===== src/rtl/mem_port_arbiter.sv =====
// mem_port_arbiter
// Shares the single unified memory port between instruction fetch and the
// mem-stage data path of the 5-stage core. One access is outstanding at a
// time; the data path wins ties because it belongs to the older instruction.
// A wait-cycle watchdog force-completes accesses that are never acknowledged.
//
// Ports
//   clk, rst          core clock, synchronous active-high reset
//   if_req_i/addr_i   fetch request (level) and pc
//   flush_i           discard the in-flight fetch result
//   if_inst_o/done_o  fetched instruction and 1-cycle completion pulse
//   dm_*_i            data request (level), we, address, byte enables, wdata
//   dm_rdata_o/done_o load data and 1-cycle completion pulse
//   ram_*_o           registered memory port (ce, we, addr, sel, wdata)
//   ram_data_i/ack_i  memory read data and completion
//   stall_o           {wb,mem,ex,id,if,pc} stall vector, bit0 = pc
//   bus_err_o         1-cycle pulse when the watchdog expires
module mem_port_arbiter #(
  parameter int TIMEOUT = 16,
  parameter int CNT_W   = 5
) (
  input  logic        clk,
  input  logic        rst,
  input  logic        if_req_i,
  input  logic [31:0] if_addr_i,
  input  logic        flush_i,
  output logic [31:0] if_inst_o,
  output logic        if_done_o,
  input  logic        dm_req_i,
  input  logic        dm_we_i,
  input  logic [31:0] dm_addr_i,
  input  logic [3:0]  dm_sel_i,
  input  logic [31:0] dm_wdata_i,
  output logic [31:0] dm_rdata_o,
  output logic        dm_done_o,
  output logic        ram_ce_o,
  output logic        ram_we_o,
  output logic [31:0] ram_addr_o,
  output logic [3:0]  ram_sel_o,
  output logic [31:0] ram_wdata_o,
  input  logic [31:0] ram_data_i,
  input  logic        ram_ack_i,
  output logic [5:0]  stall_o,
  output logic        bus_err_o
);

  typedef enum logic [1:0] {
    IDLE    = 2'd0,
    IF_WAIT = 2'd1,
    DM_WAIT = 2'd2
  } state_t;

  localparam bit             WDOG_EN  = (TIMEOUT != 0);
  localparam logic [CNT_W-1:0] LAST_CNT = CNT_W'((TIMEOUT == 0) ? 0 : TIMEOUT - 1);

  state_t           state_q;
  state_t           state_d;
  logic [CNT_W-1:0] cnt_q;
  logic             discard_q;

  logic in_wait;
  logic ack;
  logic expired;
  logic finish;
  logic fetch_fin;
  logic data_fin;

  // An ack only counts while the strobe is up, so a late ack after reset or
  // after completion is ignored. The ack beats the watchdog in a tie.
  assign in_wait   = (state_q != IDLE);
  assign ack       = ram_ce_o & ram_ack_i;
  assign expired   = WDOG_EN & in_wait & ~ram_ack_i & (cnt_q == LAST_CNT);
  assign finish    = ack | expired;
  assign fetch_fin = (state_q == IF_WAIT) & finish;
  assign data_fin  = (state_q == DM_WAIT) & finish;

  // State register
  always_ff @(posedge clk) begin
    if (rst) begin
      state_q <= IDLE;
    end else begin
      state_q <= state_d;
    end
  end

  // Next-state logic
  always_comb begin
    state_d = state_q;
    case (state_q)
      IDLE: begin
        if (dm_req_i) begin
          state_d = DM_WAIT;
        end else if (if_req_i) begin
          state_d = IF_WAIT;
        end
      end
      IF_WAIT, DM_WAIT: begin
        if (finish) begin
          state_d = IDLE;
        end
      end
      default: state_d = IDLE;
    endcase
  end

  // Outputs: completion data is passed straight through from the RAM
  always_comb begin
    if_done_o  = fetch_fin & ~discard_q & ~flush_i;
    if_inst_o  = (if_done_o && ack) ? ram_data_i : 32'h0;
    dm_done_o  = data_fin;
    dm_rdata_o = (data_fin && ack) ? ram_data_i : 32'h0;
    bus_err_o  = expired;
    // A pending data access freezes everything up to mem; otherwise a pending
    // fetch holds pc and if_id. A flushed fetch no longer holds the front end.
    if (dm_req_i && !data_fin) begin
      stall_o = 6'b011111;
    end else if (if_req_i && !fetch_fin && !flush_i && !discard_q) begin
      stall_o = 6'b000011;
    end else begin
      stall_o = 6'b000000;
    end
  end

  // Memory port registers: loaded on issue, held while waiting, cleared on
  // completion so the port is quiet whenever no access is outstanding.
  always_ff @(posedge clk) begin
    if (rst) begin
      ram_ce_o    <= 1'b0;
      ram_we_o    <= 1'b0;
      ram_addr_o  <= 32'h0;
      ram_sel_o   <= 4'h0;
      ram_wdata_o <= 32'h0;
    end else if (state_q == IDLE) begin
      if (dm_req_i) begin
        ram_ce_o    <= 1'b1;
        ram_we_o    <= dm_we_i;
        ram_addr_o  <= dm_addr_i;
        ram_sel_o   <= dm_sel_i;
        ram_wdata_o <= dm_wdata_i;
      end else if (if_req_i) begin
        ram_ce_o    <= 1'b1;
        ram_we_o    <= 1'b0;
        ram_addr_o  <= if_addr_i;
        ram_sel_o   <= 4'b1111;
        ram_wdata_o <= 32'h0;
      end else begin
        ram_ce_o    <= 1'b0;
        ram_we_o    <= 1'b0;
        ram_addr_o  <= 32'h0;
        ram_sel_o   <= 4'h0;
        ram_wdata_o <= 32'h0;
      end
    end else if (finish) begin
      ram_ce_o    <= 1'b0;
      ram_we_o    <= 1'b0;
      ram_addr_o  <= 32'h0;
      ram_sel_o   <= 4'h0;
      ram_wdata_o <= 32'h0;
    end
  end

  // Watchdog counter counts unacknowledged wait cycles of the current access
  always_ff @(posedge clk) begin
    if (rst || !in_wait || finish) begin
      cnt_q <= '0;
    end else begin
      cnt_q <= cnt_q + CNT_W'(1);
    end
  end

  // Discard flag: a flush seen while the fetch is launching or waiting
  // suppresses its completion pulse; cleared once back in IDLE.
  always_ff @(posedge clk) begin
    if (rst) begin
      discard_q <= 1'b0;
    end else begin
      case (state_q)
        IDLE:    discard_q <= ~dm_req_i & if_req_i & flush_i;
        IF_WAIT: discard_q <= finish ? 1'b0 : (discard_q | flush_i);
        default: discard_q <= 1'b0;
      endcase
    end
  end

endmodule


===== config.mk =====
export PLATFORM = sky130hd
export DESIGN_NAME = mem_port_arbiter
export DESIGN_NICKNAME = d
export VERILOG_FILES = /design/src/rtl/mem_port_arbiter.sv
export SDC_FILE = /design/constraint.sdc
export NUM_CORES = 1
export LEC_CHECK = 0
export ABC_AREA = 1
export CAP_MARGIN = 10
export CORE_UTILIZATION = 31
export DETAILED_ROUTE_END_ITERATION = 10
export PLACE_DENSITY = 0.84
export SETUP_SLACK_MARGIN = 0.05
export SLEW_MARGIN = 20
export SYNTH_ARGS = -nofsm -noshare
export SYNTH_HDL_FRONTEND = slang
export SYNTH_SLANG_ARGS = --single-unit

===== constraint.sdc =====
create_clock -name clk -period 1.7 [get_ports clk]
set_clock_uncertainty 0.1 [all_clocks]
set_input_delay 0.34 -clock clk [delete_from_list [all_inputs] [get_ports clk]]
set_output_delay 0.34 -clock clk [all_outputs]
set_load 0.02 [all_outputs]

### Word level (Yosys, flattened, before mapping)

Index checks and enable logic that the tools add are counted.

* register bits after elaboration: 78
* bits in latches: 0
* bits in writable memories: 0
* memory bits (read-only): 0
* bits of input ports: 139
* output and inout bits: 143
* memories: 0

* add/sub/neg operators: 1
* multiply operators: 0
* div/mod/pow operators: 0
* magnitude comparators: 0
* equal/unequal tests: 5
* shifts and indexed selects: 0
* muxes and demuxes: 26
* bitwise gates (word level): 15
* reductions and logical operators: 18

Operator list (count)
* 32-bit two-way mux: 8
* 4-bit two-way mux: 4
* 1-bit AND: 9
* 2-bit two-way mux: 4
* 1-bit two-way mux: 7
* 1-bit logical AND: 6
* 5-bit by 1-bit adder with 5-bit output, second input constant: 1
* 5-bit by 4-bit equality test with 1-bit output, second input constant: 1
* 1-bit logical NOT: 5
* 5-bit two-way mux: 1
* 1-bit inverter: 4
* 2-bit case mux with 2 select lines: 1
* 2-bit nonzero test: 2
* 3-bit inequality test, second input constant: 1
* 2-bit by 1-bit equality test with 1-bit output, second input constant: 1
* 2-bit equality test, second input constant: 1
* 2-bit logical NOT: 1
* 1-bit logical OR: 2
* 2-bit inequality test, second input constant: 1
* 1-bit bitwise OR: 2
* 1-bit case mux with 2 select lines: 1
* 2-bit AND reduction: 1
* 2-bit OR reduction: 1

### Depth between registers and ports, before layout

* word-level depth: 11
* mapped depth: 11

### Worst setup path before layout

OpenSTA, ideal clock, no wires.

* kind: flip-flop to output port
* start point: register cnt_q[0]
* end point: output port stall_o[1]
* arrival: 1.970 ns
* data required time: 1.260 ns
* setup slack: -0.710 ns
* stages on the path, launching flop included: 11
* path buffers: 1
* cell sequence: dfxtp_1 > ha_1 > nand2_1 > nor2_1 > ha_1 > nand2_2 > nand2_2 > inv_2 > nor2_1 > o21ai_0 > buf_4

* elaborated cells on any way between the ends: 13

RTL lines
* start: declaration: RTL line 58 `logic [CNT_W-1:0] cnt_q;`
* start signal: assignment: RTL line 167 `cnt_q <= cnt_q + CNT_W'(1);`
* 5-bit by 4-bit equality test with 1-bit output: RTL line 72 `assign expired = WDOG_EN & in_wait & ~ram_ack_i & (cnt_q == LAST_CNT);`
* 1-bit AND: RTL line 72
* 1-bit bitwise OR: RTL line 73 `assign finish = ack | expired;`
* 1-bit AND: RTL line 75 `assign data_fin = (state_q == DM_WAIT) & finish;`
* named net dm_done_o: RTL line 35 `output logic dm_done_o,`
* 1-bit logical NOT: RTL line 115 `if (dm_req_i && !data_fin) begin`
* 1-bit logical AND: RTL line 115
* 5-bit two-way mux: RTL line 115
* end: declaration: RTL line 43 `output logic [5:0] stall_o,`

The timed path passes the listed nets, and every way through them passes these cells.

### Final worst setup path

* start point: register cnt_q[0]
* end point: output port if_inst_o[4]

* cells in the longest elaborated chain, start to end: 8

RTL lines
* 5-bit by 4-bit equality test with 1-bit output: RTL line 72
* 1-bit AND: RTL line 72
* 1-bit bitwise OR: RTL line 73
* 1-bit AND: RTL line 74 `assign fetch_fin = (state_q == IF_WAIT) & finish;`
* 1-bit AND (2 in a row): RTL line 108 `if_done_o = fetch_fin & ~discard_q & ~flush_i;`
* 1-bit logical AND: RTL line 109 `if_inst_o = (if_done_o && ack) ? ram_data_i : 32'h0;`
* 32-bit two-way mux: RTL line 109
* end: declaration: RTL line 27 `output logic [31:0] if_inst_o,`

Every way passes these cells.

==> metrics.cfg <==
[status]
status=finished, violations left
violations=negative setup slack

[logic_synthesis]
seq_area_frac_synth_pct=41.2
yosysUniqueCellTypes=28
syn_inst=549
async_flop_share_pct=0
synth_seq_cells=78
synth_common_cells=104 x inv_1, 104 x nand2_1, 78 x dfxtp_1
synth_top_area_share_pct=41.2
syn_area_um2=3790
synth_area_per_cell_um2=6.91
synth_ff_type=dfxtp_1
synth_nets=693
synth-edff-count=0
yosys_warnings=0
synth_area_leaders=dfxtp_1 41%, inv_1 10%, nand2_1 10%, nor2_1 7.4%, nand3_1 5.9%
synth_top_cell_by_area=dfxtp_1

[cts]
cts-root-buf=clkbuf_16
cts_hold_buf=0
tritoncts=yes
clkTransAtPathRegs_ns=0.06
cts_buffers=9
clock_latency_ns=0.32
cts.htree.levels=3
clkSinkCount=78
cts_buffer_depth=2

[power_and_ir_drop]
power.density_nw_per_um2=689
ir_drop_mv=0.595
leakage_nw=3.99
finalPower_mw=6.07

[routing]
drc=0
vias=5022
viasPerCell=4.80
final_antenna_net_count=0
wire_per_inst_um=18.2
drt-total-wl_mm=19.1
drt_iter0_drc=146
drt_pass1_iterations=4

[worst_setup_path]
path_cells=ha_4 > nand2_4 > nor2_4 > ha_4 > nand2_4 > nand2_4 > nand2_4 > nor2_4 > nand2_8 > buf_12 > nor2_4 > buf_6
r2r_slack_ns=-0.27
cp.required_ns=1.26
start_kind=flip-flop
critPathSlowestCell=dfxtp_2
cp-startpoint=cnt_q[0]
worstPathMaxFanout=7
cpMostUsedCell=nand2_4
slowest_delay_ns=0.35
rr_startpoint=cnt_q[0]
cp-end-kind=output port
cp.arrival_ns=2.05
path_class=flip-flop to output port

[die]
io_pins=282
initial_core_util_pct=31.7
core-area_um2=12000
die_h_um=113
dieArea_um2=12700
die_x_um=113
rows=40

[timing]
layout_setup_ws_ns=-0.786
final-setup-viol-count=145
slew_violations=0
finalCriticalPeriod_ns=2.49
hold_viol_final=0
fmax_ghz=0.402
period_share_pct=146
grt_setup_unrepaired=true
hold_ws_ns=0.357

[place]
place_congestion=0.818
hpwl_mm=11.4
numPortBuffers=280

[global_routing]
grt_overflow_total=0
grt_usage_pct=28.0
grt_max_degree=36
grt_pass1_vias=5161
grt_pass1_wl_mm=27.2
antenna_found_initial=2

[finish]
syn_to_final_growth_pct=132
nNetsFinal=1037
drive_gt1_share_pct=38.8

[job]
maxCapViolCount=0

[min_path]
min_path_type=flip-flop to flip-flop
min_from=ram_addr_o[7]

layout by cell type (no fill, tap or decap), drive strengths merged:
master         instances
clkinv                 2
nor3                   1
o21ai                 65
xor2                   1
ha                     5
nor2                  77
a31oi                  2
dfxtp                 78
nand4                  2
buf                  159
nand2                108
nand3b                 1
or2                    1
nand3                 47
clkdlybuf4s50        137
dlygate4sd2           71
bufinv                 1
conb                   1
clkbuf                13
a21oi                 12
a22oi                  8
diode                  2
inv                  105
timing repair:
item,in CTS,in global routing
pin swaps,18,27
setup buffers,32,15
cloned,13,2
resized for setup,572,113
endpoints found under the setup margin,216,150
power by group:
part / total [mW] / leakage, nW / internal, mW / switching (mW)
sequential: 2.07 / 0.642 / 1.98 / 0.0822
combinational: 2.05 / 3.20 / 0.977 / 1.08
clock: 1.95 / 0.149 / 1.21 / 0.738
logic make-up (layout without fill, tap and decap cells):
family / after synthesis / count (layout) / synth area share, %
xor gates and xnor gates: 1 / 1 / 0.231
and+or+nand+nor: 236 / 237 / 26.2
buffers and inverters: 141 / 488 / 16.7
other: 1 / 3 / 0.0989
DFF: 78 / 78 / 41.2
adders and majority gates: 5 / 5 / 1.65
AOI/OAI and AO/OA: 87 / 87 / 14.0
worst paths after layout:
kind	to	depth (start not counted)
worst max-delay path	if_inst_o[4]	12
worst min-delay path	ram_addr_o[7]	2
worst min register to register	ram_addr_o[7]	2
worst max register to register	ram_addr_o[2]	14
state kept, by name, indices dropped and copies added, names as in the netlist:
| name | cells |
|---|---|
| ram_ce_o | 1 |
| ram_addr_o | 32 |
| discard_q | 1 |
| ram_sel_o | 4 |
| state_q | 2 |
| ram_we_o | 1 |
| cnt_q | 5 |
| ram_wdata_o | 32 |
cell type report:
class	instances	area (um2)
Clock buffer	12	256
Sequential cell	78	1570
Inverter	105	402
Fill cell	825	3160
Multi-Input combinational cell	331	2460
Antenna cell	2	5.00
Clock inverter	3	43.8
Timing Repair Buffer	368	3890
Tap cell	147	184
worst max-delay path, delay by kind of cell (launching register included):
| kind | cells | cell delay [ns] |
|---|---|---|
| adder cells (fa/ha/maj) | 2 | 0.31 |
| buffers and inverters | 2 | 0.30 |
| flip-flops | 1 | 0.35 |
| AND/OR/NAND/NOR | 8 | 0.76 |
per-layer routing:
| layer | wire length [um] | global-route usage (%) | part of all wire [%] | vias up |
|---|---|---|---|---|
| met5 | 0 | 0 | 0 | - |
| met1 | 6860 | 27.7 | 36 | 2346 |
| met4 | 965 | 15.2 | 5.1 | 0 |
| li1 | - | - | - | 2364 |
| met2 | 9820 | 52.3 | 52 | 256 |
| met3 | 1410 | 8.42 | 7.4 | 56 |
through the flow:
step | setup TNS [ns] | setup slack [ns] | instance area [um2] | std cells | utilization, %
6_report | -51.90 | -0.786 | 8800 | 1046 | 73.6
5_1_grt | -60.77 | -0.848 | 8800 | 1046 | 73.6
4_1_cts | -65.77 | -0.808 | 8480 | 1044 | 70.9
3_5_place_dp | -85.18 | -0.972 | 7350 | 986 | 61.5
3_3_place_gp | -83.66 | -0.940 | 7350 | 986 | 61.5
2_1_floorplan | -12.12 | -0.360 | 4170 | 549 | -
No activity file was read; power rests on OpenSTA's default activity.
